File: src/rtl/dual_slope_bcd_ctrl.sv
`default_nettype none
//=============================================================================
// dual_slope_bcd_ctrl : dual-slope ADC sequencer, N-digit BCD counter,
//                       display latch and 7-segment decode.        Rev 1.0
//=============================================================================
module dual_slope_bcd_ctrl #(
   parameter int DIGITS = 3
) (
   input  logic                  clk,
   input  logic                  rst,
   input  logic                  enb,
   input  logic                  cmp,
   input  logic                  hold,
   output logic                  ch_zr,
   output logic                  ch_vm,
   output logic                  ch_ref,
   output logic [4*DIGITS-1:0]   bcd_out,
   output logic [7*DIGITS-1:0]   seg_out,
   output logic                  ovr,
   output logic                  valid
);

   localparam logic [4*DIGITS-1:0] c_MAX = {DIGITS{4'd9}};

   typedef enum logic [1:0] {
      ST_AZ    = 2'd0,
      ST_INT   = 2'd1,
      ST_DEINT = 2'd2
   } state_t;

   state_t              state_q;
   logic                cmp_meta_q;
   logic                cmp_s_q;
   logic [4*DIGITS-1:0] count_q;
   logic [4*DIGITS-1:0] count_d;
   logic [4*DIGITS-1:0] bcd_q;
   logic                ovr_q;
   logic                valid_q;
   logic                ch_zr_q;
   logic                ch_vm_q;
   logic                ch_ref_q;
   logic                w_max;

   function automatic logic [6:0] seg7(input logic [3:0] d);
      logic [6:0] s;
      case (d)
         4'd0:    s = 7'b1111110;
         4'd1:    s = 7'b0110000;
         4'd2:    s = 7'b1101101;
         4'd3:    s = 7'b1111001;
         4'd4:    s = 7'b0110011;
         4'd5:    s = 7'b1011011;
         4'd6:    s = 7'b1011111;
         4'd7:    s = 7'b1110000;
         4'd8:    s = 7'b1111111;
         4'd9:    s = 7'b1111011;
         default: s = 7'b0000000;
      endcase
      return s;
   endfunction

   // A digit steps only when every lower digit reads 9 (cascaded carry).
   generate
      for (genvar k = 0; k < DIGITS; k++) begin : g_digit
         logic [3:0] w_dig;
         logic       w_inc;
         assign w_dig = count_q[4*k +: 4];
         if (k == 0) begin : g_lsd
            assign w_inc = 1'b1;
         end else begin : g_upper
            assign w_inc = (count_q[4*k-1:0] == c_MAX[4*k-1:0]);
         end
         assign count_d[4*k +: 4] = !w_inc ? w_dig :
                                    (w_dig == 4'd9) ? 4'd0 : w_dig + 4'd1;
         assign seg_out[7*k +: 7] = ovr_q ? 7'b0000001 : seg7(bcd_q[4*k +: 4]);
      end
   endgenerate

   assign w_max = (count_q == c_MAX);

   always_ff @(posedge clk) begin
      if (rst) begin
         state_q    <= ST_AZ;
         count_q    <= '0;
         bcd_q      <= '0;
         ovr_q      <= 1'b0;
         valid_q    <= 1'b0;
         cmp_meta_q <= 1'b0;
         cmp_s_q    <= 1'b0;
         ch_zr_q    <= 1'b1;
         ch_vm_q    <= 1'b0;
         ch_ref_q   <= 1'b0;
      end else begin
         cmp_meta_q <= cmp;
         cmp_s_q    <= cmp_meta_q;
         valid_q    <= 1'b0;
         if (enb) begin
            case (state_q)
               ST_AZ: begin
                  if (w_max) begin
                     count_q <= '0;
                     state_q <= ST_INT;
                     ch_zr_q <= 1'b0;
                     ch_vm_q <= 1'b1;
                  end else begin
                     count_q <= count_d;
                  end
               end
               ST_INT: begin
                  if (w_max) begin
                     count_q  <= '0;
                     state_q  <= ST_DEINT;
                     ch_vm_q  <= 1'b0;
                     ch_ref_q <= 1'b1;
                  end else begin
                     count_q <= count_d;
                  end
               end
               ST_DEINT: begin
                  // Comparator takes priority, so a crossing at full scale is a valid reading.
                  if (cmp_s_q || w_max) begin
                     if (!hold) begin
                        bcd_q <= cmp_s_q ? count_q : c_MAX;
                        ovr_q <= !cmp_s_q;
                     end
                     valid_q  <= 1'b1;
                     count_q  <= '0;
                     state_q  <= ST_AZ;
                     ch_ref_q <= 1'b0;
                     ch_zr_q  <= 1'b1;
                  end else begin
                     count_q <= count_d;
                  end
               end
               default: begin
                  count_q  <= '0;
                  state_q  <= ST_AZ;
                  ch_zr_q  <= 1'b1;
                  ch_vm_q  <= 1'b0;
                  ch_ref_q <= 1'b0;
               end
            endcase
         end
      end
   end

   assign ch_zr   = ch_zr_q;
   assign ch_vm   = ch_vm_q;
   assign ch_ref  = ch_ref_q;
   assign bcd_out = bcd_q;
   assign ovr     = ovr_q;
   assign valid   = valid_q;

endmodule
`default_nettype wire

File: config.mk
export PLATFORM = sky130hd
export DESIGN_NAME = dual_slope_bcd_ctrl
export DESIGN_NICKNAME = d
export VERILOG_FILES = /design/src/rtl/dual_slope_bcd_ctrl.sv
export SDC_FILE = /design/constraint.sdc
export NUM_CORES = 1
export LEC_CHECK = 0
export ABC_AREA = 1
export CELL_PAD_IN_SITES_DETAIL_PLACEMENT = 0
export CELL_PAD_IN_SITES_GLOBAL_PLACEMENT = 1
export CORE_MARGIN = 2
export CORE_UTILIZATION = 35
export DETAILED_ROUTE_END_ITERATION = 10
export MAX_ROUTING_LAYER = met4
export PLACE_DENSITY = 0.74
export SKIP_LAST_GASP = 1
export SLEW_MARGIN = 20
export SYNTH_ARGS = -nofsm -noshare
export SYNTH_HDL_FRONTEND = slang
export SYNTH_SLANG_ARGS = --single-unit
File: constraint.sdc
create_clock -name clk -period 6.2 [get_ports clk]
set_clock_uncertainty 0.2 [all_clocks]
set_input_delay 1.24 -clock clk [delete_from_list [all_inputs] [get_ports clk]]
set_output_delay 1.24 -clock clk [all_outputs]
set_load 0.02 [all_outputs]
==> run summary, run 1 <==
The flow ran to the end, and the final reports show no timing, DRC or antenna violations. Power spread over the standard cell area amounts to between 150 and 200 nW/µm². The mux cell area share after synthesis came out at 0%.

The met2 track demand over resource came out at 23.7%. The count of final hold-check violations came out at 0. The reported max-cap violation count is 0. In this run the deepest clock path goes through 2 buffers. The core footprint came out at ~8300 µm². The congestion estimate from routability-driven global placement came to 0.797. On the critical path, the stage with the largest delay is an instance of clkdlybuf4s50_1.

Of all cell types, the one taking the most synthesized area is dfxtp_1. During I/O placement, the number of pins put on the boundary was 43. The maximum number of pins on one net before global-route repair is 24. The number of buffers and inverters on the critical path is 4.

The TritonCTS clock tree is yes. Averaged over all synthesized cells, the footprint is 7.32 µm². The tree is rooted in a clkbuf_8. Of the total synthesized cell area, the portion taken by AND, OR, NAND and NOR gates is 36.1%. The total of endpoints with negative setup slack in the final report came out at 0. The synthesized netlist net count is 439. Subtracting the final worst setup slack from the clock period gives around 3.6 ns.

The number of antenna diodes in the final layout is 0. The fraction of synthesized cell area in xor and xnor cells came out at 0.875%. STA classifies the critical path endpoint as a flop.

In the global route stage, overall resource usage came out at ~14%. The via count of the first global-routing pass came to 2321. The maximum fanout count along the critical path came out at 22. For the worst setup path, the data arrival time is 3.65 ns. The post-cts sizing count came out at 0.

The synthesized-area fraction occupied by ao, oa, aoi and oai cells came out at 7.25%. The cell that appears most often on the critical path is nand2_1. Once detailed placement completed, the half-perimeter wirelength came to between 4 and 5 mm. After routing the design area is 3610 µm². The latest clock arrival within the worst-skew pair is 0.30 ns. The final layout contains roughly 480 nets. Yosys mapped the design onto 35 distinct sky130hd cell types.

Walking the worst path, the cells encountered are clkdlybuf4s50_1 -> clkinv_1 -> buf_4 -> o21ai_0 -> nor2_1 -> inv_1 -> ha_1 -> nand4_1 -> nand2_1 -> nand2_1 -> nand2_1. For this block, the via count after detailed routing is around 2500. The critical path's largest stage delay came out at slightly above 1 ns.

Based on the critical path, the design can be clocked at up to 274 MHz. The number of search-and-repair iterations in the first detailed-routing pass is 4. The count of synthesis-stage warnings from yosys came out at 0. The final-layout worst hold slack came out at roughly 0.21 ns. Setup repair after global routing left no endpoint under its margin. The die outline area came out at 9330 µm². The synthesized area came out at 3000 µm². After synthesis, the cell types taking the most area are dfxtp_1, nand2_1, ha_1. The setup TNS is 0 ns. The number of flip-flops and latches in the synthesized netlist came out at 54. The placed cell area is 3530 µm².

The number of levels in the clock H-tree is 2. The worst register-to-register path begins at count_q[0]. The minimum setup slack among reg-to-reg paths is approximately 3.5 ns. The register area share after synthesis is 36.0%. Grouping stages by cell kind, the critical path spends the most delay in buffers and inverters. The share of final-layout standard cells stronger than drive strength 1 is 9.93%. The global routing met3 resource utilization is roughly 2.5%.

The worst hold path passes through 2 cells. VDD sags by at most 0.0754 mV. For this design, the sink count on the clock tree is 54. After detailed routing, the average wire length per cell comes to 11.2 µm. The met1 track demand over resource is 17.1%. The cell count after synthesis is 410.

The count of unresolved DRC violations after routing is 0. After detailed routing, the number of vias per cell comes to approximately 4.6. The number of routed nets with antenna violations is 0. The required arrival time at the worst endpoint is 6.20 ns. After synthesis, the largest family of logic cells by area is simple AND/OR/NAND/NOR gates. The startpoint of the lowest-slack hold path is cmp_meta_q.

The number of setup buffers added after CTS is 0. After Yosys synthesis, full adders, half adders and majority gates account for 10.0% of the synthesized area. The total CTS buffers is 5. The capture endpoint of the worst hold path is cmp_s_q.

The logic depth of the worst setup path including buffers is 11. The floorplan row count is 33. The worst setup path is launched from a primary input. The slew at the pin closest to its max-slew limit is 0.859 ns. The number of DRC violations after detailed-routing iteration 0 is 97. The count of port buffers added during placement came out at 42. The class of the most critical setup path is primary input to flop. The tightest slew margin relative to the limit is a little over two fifths. The static leakage is 1.79 nW. In this run the most used layer during global routing was met2. After detailed routing, the total wire length is 6.25 mm.

The worst min-delay path class is flop to flop. The number of buffers inserted by hold repair at cts came out at 0. The width of the die came out at between 90 and 100 µm. The proportion of netlist area held by the largest area contributor came out at 36.0%. The initial core utilization is 36.3%. The overall overflow remaining after global route is 0. The number of pins with negative max-slew slack in the final report came to 0. The first-pass GRT wire length is 10.6 mm. The portion of the clock cycle consumed by the worst path in the final layout is roughly three fifths. The die extent in y is 96.6 µm. The number of antenna violations at the first check in global routing came out at 0. The post-synthesis to final-layout area growth is 20.2%. The clock slew at the register clock pins of the worst setup and hold paths came out at 0.09 ns. The worst register-to-register path has a depth of 15.
-- cells in the mapped netlist (all sizes together) --
library cell	count
clkbuf	7
o21a	2
a31oi	1
o211ai	2
nor3b	1
nor2	47
or2	3
a21oi	20
xnor2	1
nor3	4
o21ai	10
buf	1
nand3	17
clkinv	3
nand3b	9
nand2	126
a211oi	1
nand4	9
a2111oi	1
xor2	2
dfxtp	54
ha	24
a21o	1
inv	64
-- area by class of cell --
class | count | area, µm²
well taps | 105 | 131
inverters | 67 | 254
clock buffers | 7 | 76.3
fillers | 879 | 4650
flip-flops and latches | 54 | 1080
repair buffers | 44 | 435
multi-input cells | 281 | 1630
-- per-layer routing --
| layer | wire length [µm] | vias up |
|---|---|---|
| met4 | 56 | 0 |
| met3 | 233 | 6 |
| met2 | 2960 | 49 |
| met1 | 3000 | 1127 |
| li1 | - | 1357 |
| met5 | 0 | - |
-- worst max path at each step --
stage | startpoint | end | slack (ns)
2_1_floorplan | rst | flop | 3.08
3_3_place_gp | rst | flop | 2.17
3_5_place_dp | rst | flop | 2.21
4_1_cts | rst | flop | 2.53
5_1_grt | rst | flop | 2.30
6_report | rst | flop | 2.55
-- power breakdown --
group	internal, mW	switching (mW)
clock network	0.0781	0.106
logic	0.00698	0.0139
registers	0.348	0.00225
total	0.433	0.122
-- cells by family after synthesis --
group	after synthesis
xor gates and xnor gates	3
DFF	54
buffers and inverters	75
adders and majority gates	24
AOI/OAI and AO/OA	38
and+or+nand+nor	216
-- through the flow --
stage                     std cells  util [%]  power [mW]  setup slack (ns)
final                           558      43.7       0.555              2.55
after global routing            558      43.7       0.583              2.30
after CTS                       558      43.7       0.566              2.53
after detailed placement        551      42.8       0.379              2.21
after global placement          551      42.8       0.380              2.17
after floorplan                 410         -       0.372              3.08
-- worst reg2reg max path: cells and delay by family (launching register included) --
family	cells	cell delay, ns
simple gates	11	1.20
flops	1	0.44
fa+ha+maj	2	0.50
buf+inv	2	0.26
-- layout by cell type, fill, tap and decap left out, drive strengths merged, types with 2 or more instances in the layout --
cell type	netlist	routed
o21a	2	2
nand3b	9	9
a21oi	20	20
clkdlybuf4s50	0	42
nand2	126	126
buf	1	2
dfxtp	54	54
nand4	9	9
or2	3	3
inv	64	64
nor3	4	4
o211ai	2	2
clkinv	3	3
ha	24	24
xor2	2	2
nor2	47	47
nand3	17	17
clkbuf	7	7
o21ai	10	10
(Power assumes the default switching activity.)
==> inputs of run 2 (changes only) <==
- PLACE_DENSITY: 0.74 -> 0.77
- clock period: 6.2 -> 2.9 ns (I/O delays scaled with it)
==> run 2 against run 1 <==
  * Register-to-register slack worse by 3.2 ns
  * Worst hold slack better by 0.0079 ns
  * Worst setup slack worse by 2.2 ns
  * Cell count up 2.5%
  * Sequential power up 110%
  * Clock power up 110%
  * Die area unchanged
  * Design area up 2.9%
  * Flip-flop and latch count unchanged
  * First-iteration DRC count down 52%
  * Total power up 110%
  * Largest power group unchanged
  * Highest routed layer unchanged
==> run summary, run 2 (synthesized netlist as in run 1, its figures left out) <==
The run finished with clean final reports. Dividing the detail-routed via count by the number of cells gives 4.37. The post-layout total power is around 1.2 mW. In the final design database the tool counted 496 nets. The end-of-flow core utilization is 45.0%. The global routing's busiest layer is met2. Global routing consumed, on the met2 layer, 23.1% of the routing resources. The maximum number of pins on one net before global-route repair is 22.

The cell with the largest stage delay on the worst path is dfxtp_1. The overall overflow remaining after global route is 0. In this run the count of I/O pins placed on the die edge is 43. The TritonCTS clock tree is yes. Counting both buffers and inverters, the worst setup path holds a total of 1.

The routed length per placed instance is ~11 µm. The smallest clock period supported by the final layout is computed as around 2.6 ns. The number of search-and-repair iterations in the first detailed-routing pass came out at 4. The first global-routing pass estimated 10.8 mm of wire. The library cell used most frequently in the layout, excluding fill and tap cells, is nand2_1.

The latest clock arrival within the worst-skew pair is 0.30 ns. The number of routed nets with antenna violations came out at 0. The met1 track demand over resource is 17.6%. The setup TNS came out at 0 ns. Walking the worst path, the cells encountered are or2_2 -> clkdlybuf4s50_1. The number of buffers added for setup after CTS came out at 0. The number of buffers inserted by hold repair at cts came out at 0. The static leakage came out at 1.86 nW. The core footprint came out at 8260 µm².

Hold timing on the final database bottoms out at a slack of 0.213 ns. The routed layout has around 2500 vias. The die covers just over 9000 µm².

The via count of the first global-routing pass came out at 2335. The width of the die came out at 96.6 µm. Global routing consumed, over all layers together, between 10 and 15% of the routing resources. The number of clock buffers added by TritonCTS is 5. Setup repair after global routing left no endpoint under its margin. The global routing met3 resource utilization came out at 2.46%. The count of port buffers added during placement is 42. Across the run, the number of max-cap violations was 0.

Measured along the y axis, the die boundary spans 96.6 µm. The total wire length is 6.13 mm. The detailed-placement wirelength estimate came out at 4.86 mm.

The number of pins with negative max-slew slack in the final report was 0. The clock tree synthesis step divided the H-tree into 2 levels. In the layout the commonest cells are nand2_1, inv_1, dfxtp_1, clkdlybuf4s50_1, nor2_1.

The largest buffer count on any clock path came out at 2. The clock slew at the register clock pins of the worst setup and hold paths is 0.09 ns. The portion of the clock cycle consumed by the worst path in the final layout came out at slightly below 90%. STA puts the critical path data arrival time at 1.81 ns.

For this design, the sink count on the clock tree is 54. The root buffer cell chosen for the clock tree is clkbuf_8. 0 antenna diodes ended up in the layout.

The worst setup path is captured at a primary output. The number of antenna violations at the first check in global routing came out at 0. In the final layout, the share of cells above drive strength 1 is 12.6%. The floorplan has 33 rows. The worst min-delay path class is flop to flop. The number of DRC violations after detailed-routing iteration 0 came out at 47.

Broken down by cell family, the worst path's largest delay share belongs to flip-flops. The worst setup path is launched from a flop. The critical path is of the flop to primary output type. The required arrival time at the worst endpoint is 2.12 ns.

The area growth from synthesis to layout is 23.7%. The critical path's largest stage delay is approximately 0.7 ns. The count of final hold-check violations came out at 0.

The initial core utilization came out at 36.3%. Measured against its own limit, the worst slew margin works out to 60.9%. The highest clock frequency the design can meet came out at 386 MHz.

For this run, design rule violations remaining after detail routing come to 0. The slew at the pin closest to its max-slew limit came out at slightly below 0.6 ns. After clock tree synthesis, the repair step resized 0 gates. Routability-driven placement finished with a final weighted congestion of 0.843. The total of endpoints with negative setup slack in the final report came out at 0.

The maximum ir drop on the vdd rail is 0.170 mV. For this design the ratio of total power to cell area is 321 nW/µm². The maximum fanout count along the critical path came out at 17.
[run 2: cell count changes in the layout (fill, tap and decap cells not counted)]
cell / delta
buf_4: +14
[run 2: power by group]
part           internal [mW]  switching (mW)  total [mW]
combinational         0.0193          0.0308      0.0501
sequential             0.744         0.00471       0.749
clock                  0.167           0.225       0.392
[run 2: final cells by class]
| class | instances | area [µm²] |
|---|---|---|
| fill | 882 | 4550 |
| tap | 105 | 131 |
| inverter | 67 | 254 |
| clock buffer | 7 | 76.3 |
| multi-input combinational | 281 | 1630 |
| timing repair buffer | 58 | 541 |
| sequential | 54 | 1080 |
[run 2: final timing paths]
path	startpoint	endpoint	slack, ns	cells after the start
max	ovr	seg_out[0]	0.31	2
min	cmp_meta_q	cmp_s_q	0.21	2
max reg2reg	count_q[0]	flop	0.35	15
min reg2reg	cmp_meta_q	cmp_s_q	0.21	2
[run 2: stage by stage]
step / std cells / setup WS, ns / area, µm²
floorplan: 410 / 0.443 / 3000
global placement: 565 / 0.0429 / 3640
detailed placement: 565 / 0.00269 / 3640
CTS: 572 / 0.268 / 3710
global route: 572 / 0.0871 / 3710
finish: 572 / 0.309 / 3710
[run 2: metal layers]
layer	share of wire, %	routed length [µm]	vias up
met1	48	2960	1076
met4	0.95	58	0
met2	47	2900	39
met5	0	0	-
met3	3.4	208	4
li1	-	-	1383
[run 2: tightest hold or removal path: stages, from the launching register on]
cell and delay [ns]:
dfxtp_1 0.31, inv_1 0.04, nor2_1 0.03
==> inputs of run 3 (changes only) <==
- PLACE_DENSITY: 0.77 -> 0.74
- SKIP_LAST_GASP: 1 -> unset
- clock period: 2.9 -> 2.75 ns (I/O delays scaled with it)
==> run 3 against run 2 <==
  * Critical path type unchanged
  * Largest cell class unchanged
  * Highest routed layer unchanged
  * Cell count grew 2.8%
  * Clock power increased by 28%
  * Sequential power grew 5.5%
  * Utilization rose by 2.0 points
  * Register-to-register slack got worse by 0.04 ns
  * Total power grew 13%
  * Critical path depth is 1 higher
==> run summary, run 3 (synthesized netlist as in run 1, its figures left out) <==
The number of antenna violations at the first check in global routing came out at 0. The TritonCTS clock tree is yes. The required arrival time at the worst endpoint is ~2.0 ns. The number of levels in the clock H-tree came out at 2. The final worst setup slack came out at 0.190 ns. The all-layer global routing usage is ~15%. Power spread over the standard cell area amounts to approximately 350 nW/µm².

The final net count came out at between 500 and 600. In the routed layout, each cell is associated on average with a via count of 4.39. The detailed-placement wirelength estimate came out at 5.01 mm. The number of cells on the worst hold path is 2.

Of all nets on the critical path, the largest fanout is 19. The first detailed-routing pass took 4 iterations. In the layout the commonest cells are nand2_1, inv_1, dfxtp_1, clkdlybuf4s50_1, nor2_1.

The via count of the first global-routing pass was 2448. The reported max-cap violation count is 0. The number of pins with negative max-slew slack in the final report was 0. The number of diodes came out at 0. The floorplan row count is 33. Cell internal power was estimated by the tool at around 1.1 mW. For the pin with the worst max-slew slack, the measured transition is 0.551 ns. The proportion of power drawn by flip-flops and latches is 58.7%. The flow ran to the end, and the final reports show no timing, DRC or antenna violations. The arrival time of the worst setup path came out at 1.81 ns. The final estimated routing congestion in global placement is 0.799. The switching power share of the total came out at a little over a fifth. The largest buffer count on any clock path is 2. Clock tree synthesis inserted a total of 5 buffers. The worst setup path is of the flop to primary output kind.

The die extent in y came out at just under 100 µm. The count of final hold-check violations came out at 0. In the final layout, the share of cells above drive strength 1 is 16.1%.

The first-pass GRT wire length came out at around 11 mm. Entering global routing, the biggest net connects 22 pins. Measured in cells, the most critical reg-to-reg path has a length of 16.

The setup TNS came out at 0 ns. The logic depth of the worst setup path including buffers is 3. Clock-pin slew was measured on the worst setup and hold paths at approximately 0.090 ns. The die outline area came out at just over 9000 µm². The dominant delay contributor by cell family on the critical path is buffers and inverters.

The count of port buffers added during placement is 42. The tightest min-delay check is of the flop to flop type. For this design the top-level I/O count stands at 43. The critical path goes through buf_4 -> nor2_1 -> clkdlybuf4s50_1. The CTS sink count is 54. The overall overflow remaining after global route is 0. The total wire length is about 6.4 mm.

In this run, the combinational gates consume 4.1% of the power. The worst setup slack after placement is -0.146 ns. Timing would allow up to between 300 and 400 MHz. The initial core utilization is 36.3%. The final cell count without fillers is 588. In this run the static leakage power is 1.96 nW.

Setup violations remaining at the end of the flow were counted as 0. The minimum clock period is 2.56 ns. The worst setup path is launched from a flop. The count of unresolved DRC violations after routing is 0. For this block, the via count after detailed routing is 2580. The width of the die is just under 100 µm. The routed length per placed instance came out at about 11 µm. The number of routed nets with antenna violations came out at 0.

Setup repair after global routing left no endpoint under its margin. After layout, the worst path uses 93.1% of the clock period. The number of buffers added for setup after CTS is 0. The post-synthesis to final-layout area growth is 29.1%. The critical path's largest stage delay is 0.68 ns. At the end of the flow the core is filled with cells to 46.9%. The clock power share came out at 37.3%. The filler cells instantiated in the layout total 855. Leaving out fill and tap cells, the most frequent cell in the layout is nand2_1. The tightest slew margin relative to the limit came out at 63.2%. The core footprint came out at 8260 µm².

The cell with the largest stage delay on the worst path is dfxtp_1. IR analysis of the VDD net gives a maximum drop of approximately 0.19 mV. For this design the total switching power over the nets is 0.286 mW.

The critical path endpoint category is a primary output. The number of DRC violations after detailed-routing iteration 0 is 42. The total buffers and inverters traversed by the critical path came out at 2. The cell count after placement came out at 580. The library cell used as clock root buffer is clkbuf_8. The latest clock arrival within the worst-skew pair came out at 0.30 ns.
run 3: timing repair:
action	4_1_cts	5_1_grt
resized for setup	0	1
hold buffers	0	0
endpoints found under the setup margin	0	2
run 3: tightest hold or removal path, delay by kind of cell, from the launching register on:
family	cells	cell delay, ns
and+or+nand+nor	1	0.03
buffers and inverters	1	0.04
DFF	1	0.31
run 3: path summary, 6_finish.rpt:
check             start         end  slack [ns]
min          cmp_meta_q     cmp_s_q        0.21
max reg2reg  count_q[9]        flop        0.31
max                 ovr  seg_out[5]        0.19
min reg2reg  cmp_meta_q     cmp_s_q        0.21
run 3: cell type report:
type	instances	area, µm²	area share, %
Multi-Input combinational cell	281	1630	42.1
Sequential cell	54	1080	27.9
Timing Repair Buffer	73	666	17.2
Inverter	67	254	6.56
Tap cell	105	131	3.39
Clock buffer	8	110	2.84
run 3: stage by stage:
step	cell area (µm²)	hold slack (ns)	power, mW
floorplan	3000	0.188	0.838
global placement	3760	0.194	0.863
detailed placement	3760	0.198	0.863
CTS	3870	0.213	1.37
global route	3870	0.234	1.40
finish	3870	0.209	1.35
run 3: power by group through the flow:
stage	logic (mW)	registers, mW	clock network [mW]
after floorplan	0.0311	0.807	0
after global placement	0.0548	0.809	0
after detailed placement	0.0550	0.808	0
after CTS	0.0551	0.790	0.526
after global routing	0.0597	0.791	0.554
final	0.0547	0.790	0.502
run 3: routing by layer:
metal  up-vias  GRT usage [%]  part of all wire (%)
met5         -              -                     0
li1       1411              -                     -
met2        41           24.5                    46
met3        11           2.24                   3.1
met1      1117           18.0                    49
met4         0           4.44                   1.4
